$ cat src/rtl/parallel_to_serial_stream.sv
// Replays one WIDTH-element block as a serial sample stream, one element per sample_tick (1-cycle registered latency).
// Two-entry buffer (active + pending); parallel_ready = !pending_full, offers while not ready are dropped and flagged.
module parallel_to_serial_stream #(
  parameter int XLEN  = 16,
  parameter int WIDTH = 16
) (
  input  logic                        clk,
  input  logic                        rst,
  input  logic                        parallel_valid,
  input  logic [WIDTH-1:0][XLEN-1:0]  parallel_data,
  output logic                        parallel_ready,
  input  logic                        sample_tick,
  output logic                        serial_valid,
  output logic [XLEN-1:0]             serial_data,
  output logic                        underrun,
  output logic                        overrun
);

  localparam int IW = $clog2(WIDTH);
  localparam logic [IW-1:0] LAST_IDX = IW'(WIDTH - 1);

  typedef enum logic {IDLE, STREAM} state_t;

  state_t                       state;
  logic [WIDTH-1:0][XLEN-1:0]   active;
  logic [WIDTH-1:0][XLEN-1:0]   pending;
  logic                         pending_full;
  logic [IW-1:0]                idx;

  logic accept;
  logic last_tick;
  logic to_pending;

  assign accept     = parallel_valid && parallel_ready;
  assign last_tick  = (state == STREAM) && sample_tick && (idx == LAST_IDX);
  // While streaming, any accept except the one coinciding with the last-element tick lands in pending.
  assign to_pending = (state == STREAM) && accept && !last_tick;

  always_ff @(posedge clk or negedge rst) begin
    if (!rst) begin
      state          <= IDLE;
      active         <= '0;
      pending        <= '0;
      pending_full   <= 1'b0;
      idx            <= '0;
      parallel_ready <= 1'b1;
      serial_valid   <= 1'b0;
      serial_data    <= '0;
      underrun       <= 1'b0;
      overrun        <= 1'b0;
    end else begin
      serial_valid <= 1'b0;
      underrun     <= 1'b0;
      overrun      <= parallel_valid && !parallel_ready;

      case (state)
        IDLE: begin
          underrun <= sample_tick;
          if (accept) begin
            active <= parallel_data;
            idx    <= '0;
            state  <= STREAM;
          end
        end

        STREAM: begin
          if (sample_tick) begin
            serial_valid <= 1'b1;
            serial_data  <= active[idx];
            if (idx == LAST_IDX) begin
              idx <= '0;
              if (pending_full) begin
                active         <= pending;
                pending_full   <= 1'b0;
                parallel_ready <= 1'b1;
              end else if (accept) begin
                active <= parallel_data;
              end else begin
                state <= IDLE;
              end
            end else begin
              idx <= idx + IW'(1);
            end
          end
          if (to_pending) begin
            pending        <= parallel_data;
            pending_full   <= 1'b1;
            parallel_ready <= 1'b0;
          end
        end

        default: state <= IDLE;
      endcase
    end
  end

endmodule

$ cat config.mk
export PLATFORM = sky130hd
export DESIGN_NAME = parallel_to_serial_stream
export DESIGN_NICKNAME = d
export VERILOG_FILES = /design/src/rtl/parallel_to_serial_stream.sv
export SDC_FILE = /design/constraint.sdc
export NUM_CORES = 1
export LEC_CHECK = 0
export ABC_AREA = 1
export CELL_PAD_IN_SITES_DETAIL_PLACEMENT = 1
export CELL_PAD_IN_SITES_GLOBAL_PLACEMENT = 1
export CORE_ASPECT_RATIO = 0.7
export CORE_UTILIZATION = 38
export DETAILED_ROUTE_END_ITERATION = 10
export GPL_TIMING_DRIVEN = 0
export PLACE_DENSITY_LB_ADDON = 0.1
export SLEW_MARGIN = 20
export SYNTH_ARGS = -nofsm -noshare
export SYNTH_HDL_FRONTEND = slang
export SYNTH_SLANG_ARGS = --single-unit
$ cat constraint.sdc
create_clock -name clk -period 4.8 [get_ports clk]
set_input_delay 0.96 -clock clk [delete_from_list [all_inputs] [get_ports clk]]
set_output_delay 0.96 -clock clk [all_outputs]
set_load 0.03 [all_outputs]
## Word-level counts from Yosys, hierarchy flattened

Cells that the tools add are included.

- Add/subtract/negate cells: 1
- Magnitude comparators: 1
- Equality and inequality tests: 4
- Multiplexer cells: 26
- Bitwise gates (word level): 1
- Reductions and logical operators: 17

Operators by type and width:

| kind | count |
|---|---|
| $mux W256 | 4 |
| $pmux W256 S2 | 1 |
| $bmux W16 S4 | 1 |
| $mux W16 | 1 |
| $mux W1 | 14 |
| $mux W4 | 3 |
| $pmux W4 S2 | 1 |
| $reduce_and A2 Y1 | 4 |
| $logic_and A1 B1 Y1 | 6 |
| $reduce_bool A2 Y1 | 3 |
| $lt A4 B5 Y1 const B | 1 |
| $add A4 B1 Y4 const B | 1 |
| $eq A4 B4 Y1 const B | 1 |
| $ne A2 B2 Y1 const B | 2 |
| $reduce_and A4 Y1 | 1 |
| $reduce_and A3 Y1 | 1 |
| $logic_not A1 Y1 | 2 |
| $ne A2 B1 Y1 const B | 1 |
| $pmux W1 S2 | 1 |
| $not A1 Y1 | 1 |

- Bits in registers: 538
- Bits of input ports: 260
- Output and inout bits: 20
- Word-level logic and storage cells: 90

## Longest topological paths before layout

- Depth in word-level cells: 6
- Mapped depth: 11
- Depth with buffers taken out: 9

## Least setup slack after synthesis

Ideal clock, no wire load.

- Path kind: input to register
- Start point: in parallel_valid
- End point: reg pending[0] (netlist bit)
- Setup time: 0.066 ns
- Data arrival time: 2.045 ns
- Data required time: 4.734 ns
- Setup slack: 2.689 ns
- Stages: 7
- Path buffers: 3
- Cell sequence: nand2_1 -> buf_2 -> nor2_2 -> buf_4 -> clkbuf_1 -> nand2_1 -> nand2_1

- Longest elaborated chain between the ends: 4

RTL lines:

| item | line | source |
|---|---|---|
| start, declared | 9 | `input logic parallel_valid,` |
| $logic_and A1 B1 Y1 | 34 | `assign accept = parallel_valid && parallel_ready;` |
| $logic_and A1 B1 Y1 (2 in a row) | 37 | `assign to_pending = (state == STREAM) && accept && !last_tick;` |
| $reduce_and A2 Y1 (no source line) | n/a |  |
| end signal, assigned | 86 | `pending <= parallel_data;` |
| end, declared | 26 | `logic [WIDTH-1:0][XLEN-1:0] pending;` |

Every way passes these cells.
A chain may end at the register's enable or synchronous reset.

## Worst setup path in the final report

- Start point: in parallel_valid
- End point: reg active[179] (netlist bit)

- Longest elaborated chain between the ends: 6

RTL lines:

| item | line | source |
|---|---|---|
| $logic_and A1 B1 Y1 * | 34 |  |
| $mux W256 * | n/a |  |
| $mux W256 (3 in a row) | n/a |  |
| $pmux W256 S2 * | n/a |  |
| end signal, assigned | 60 | `active <= parallel_data;` |
| end signal, assigned | 73 | `active <= pending;` |
| end signal, assigned | 77 | `active <= parallel_data;` |
| end, declared | 25 | `logic [WIDTH-1:0][XLEN-1:0] active;` |

Every way passes the cells marked *; elsewhere a longest branch is shown, timed or not. The select of a mux whose other input is x is not followed.

==> qor.csv <==
stage,metric,value,unit
outcome,status,completed,
timing,max_slew_margin,0.2046,
logic_synthesis,synthCells,3507,
global_route,antenna_found_initial,14,
drt,drt_pass1_iterations,7,
power,powerDensity,401.2,nW/um^2
clock_network,cts_buffers,57,
timing,rsz0062_at_grt,false,
power,peakVddDrop,271.3,uV
global_route,grt_use_total,0.3031,
global_route,grt_first_pass_wirelength,173100,um
logic_synthesis,syn_area,27690,sq um
drt,wl_per_cell,23.17,um
final_layout,final_common_cell,nand2_1,
drt,vias_per_cell,5.526,
logic_synthesis,ys_seq_elements,538,
drt,drtAntennaViolNets,0,
critical_path,cp-end-kind,flop,
final_layout,final_nets,4112,
critical_path,crit_path_start_kind,input pin,
power,leakagePower,15.12,nW
logic_synthesis,yosysWarnings,0,
logic_synthesis,ys_seq_area_frac,0.4863,
logic_synthesis,yosys.area_share.simple,0.1815,
clock_network,tritoncts,built,
timing,hold_viol,0,
final_layout,drive_gt1_frac,0.05952,
final_layout,layout_common_cells,"nand2_1 (1162), dfrtp_1 (537), o211ai_1 (512)",
placement,portBuffers,279,
hold_path,hold_class,in -> async,
floorplan,die_area,73960,sq um
logic_synthesis,yosys-top-cells-area,"dfrtp_1 (49%), nand2_1 (16%), o211ai_1 (14%)",
final_layout,n_fill_cell,8683,
drt,drt_iter0_drc,2407,
logic_synthesis,synth_cell_types,24,
timing,fin_skew,0.02613,ns
placement,dp_hpwl,83180,um
drt,wl,112700,um
logic_synthesis,synth_compound_area_frac,0.2452,
critical_path,cp_max_fo,10,
clock_network,cts_resized,0,
critical_path,critPathKind,in -> reg,
timing,tightest_slew,1.193,ns
logic_synthesis,synth_top_area_cell,dfrtp_1,
logic_synthesis,synth-adder-area-share,0.0004519,
clock_network,clk_latency,0.65,ns
timing,period_share,0.7176,
logic_synthesis,synth_top_family_by_area,compound AO/OA/AOI/OAI gates,
timing,finalSetupViolations,0,
floorplan,die_width,324.6,um
global_route,grt_start_max_net_pins,97,
floorplan,core-area,71820,sq um
placement,gp_congestion,0.8766,
floorplan,die_h,227.8,um
critical_path,critPathRequiredTime,5.32,ns
global_route,grt.overflow.total,0,
floorplan,num_rows,82,
drt,vias,26891,
logic_synthesis,synth_top_area_share,0.4854,
timing,fmax,290.3,MHz
timing,period_minus_slack,3.444,ns
clock_network,clkTransAtPathRegs,0.06,ns
timing,fin_setup_tns,0,ns
timing,drv_slew,0,
floorplan,start_util,0.3855,
global_route,grt_pass1_vias,27487,
clock_network,h-tree-depth,2,
logic_synthesis,avgSynthCellArea,7.894,sq um
flow_run,drv_cap,0,
floorplan,ios,280,
final_layout,syn_to_final_growth,22.44,%
clock_network,clock_sinks,538,
drt,drcViolationCount,0,
logic_synthesis,synth_nets,3768,
timing,holdWs,0.2685,ns
clock_network,postCtsHoldBufs,0,
clock_network,postCtsSetupBuffers,0,
logic_synthesis,synth_mux_area_frac,0,
clock_network,cts_buffer_depth,3,
critical_path,crit_arrival,3.96,ns
logic_synthesis,synthXorXnorAreaFrac,0,
clock_network,cts-root-buf,clkbuf_16,
synthesized netlist by cell type:
master	instances
a21oi_1	50
buf_1	22
buf_2	92
buf_4	16
buf_6	11
clkbuf_1	163
clkinv_1	2
dfrtp_1	537
dfstp_2	1
ha_1	1
inv_1	259
inv_2	3
inv_4	1
nand2_1	1162
nand3_1	98
nand4_1	3
nor2_1	36
nor2_2	1
nor2_4	1
o211ai_1	512
o21ai_0	322
o21ai_1	212
o21ai_4	1
o22ai_1	1
kinds of logic after synthesis:
logic type               count (synthesis)
AO/OA/AOI/OAI                         1098
adder cells (fa/ha/maj)                  1
flip-flops                             538
AND/OR/NAND/NOR                       1301
buffers and inverters                  569
sequential cells by signal, indices dropped and copies added (netlist names):
name            flops
underrun            1
pending_full        1
state               1
pending           256
overrun             1
serial_valid        1
active            256
serial_data        16
idx                 4
parallel_ready      1
per-stage QoR:
step	power (W)	utilization	instance area, sq um	cells	setup WS [ns]
after floorplan	0.006714	-	27690	3507	2.689
after global placement	0.008653	0.4412	31690	4752	-22.64
after detailed placement	0.008677	0.4436	31860	4758	0.7899
after CTS	0.01357	0.4719	33890	4864	1.458
after global routing	0.01405	0.4720	33900	4865	1.313
final	0.01360	0.4720	33900	4866	1.356
layer usage:
metal	routed length, um	vias up	GRT usage
met4	2766	18	0.07945
met3	8216	164	0.06200
met2	48660	807	0.4517
met1	52990	13361	0.4456
met5	112	-	0
li1	-	12541	-
worst paths after layout:
check	startpoint	endpoint	slack, ns	cells after the start
max	parallel_valid	active[179]	1.36	8
min	rst	pending[210]	0.27	1
max in group asynchronous	rst	parallel_ready	3.24	3
min reg2reg	serial_data[15]	serial_data[15]	0.50	2
min in group clk	serial_data[15]	serial_data[15]	0.50	2
max reg2reg	parallel_ready	active[179]	1.58	7
critical path, stage by stage:
cell,delay (ns)
clkdlybuf4s50_1,0.48
nand2_1,0.55
inv_2,0.42
buf_2,0.50
buf_1,0.59
o211ai_1,0.20
o211ai_1,0.13
o21ai_1,0.10
layout make-up:
type	instances	area, sq um	share of cell area
diodes	2	5.005	0.0001476
repair buffers	285	2963	0.08740
multi-input cells	2400	11830	0.3488
clock inverters	19	255.2	0.007530
clock buffers	87	1782	0.05256
plain buffers	304	1399	0.04127
flip-flops and latches	538	13460	0.3972
well taps	966	1209	0.03565
inverters	265	997.2	0.02942
power breakdown:
group	switching (W)	internal (W)
sequential	0.000102	0.00462
combinational	0.00305	0.000923
clock	0.00203	0.00287
total	0.00519	0.00841
Power figures use the tool's default switching activity.
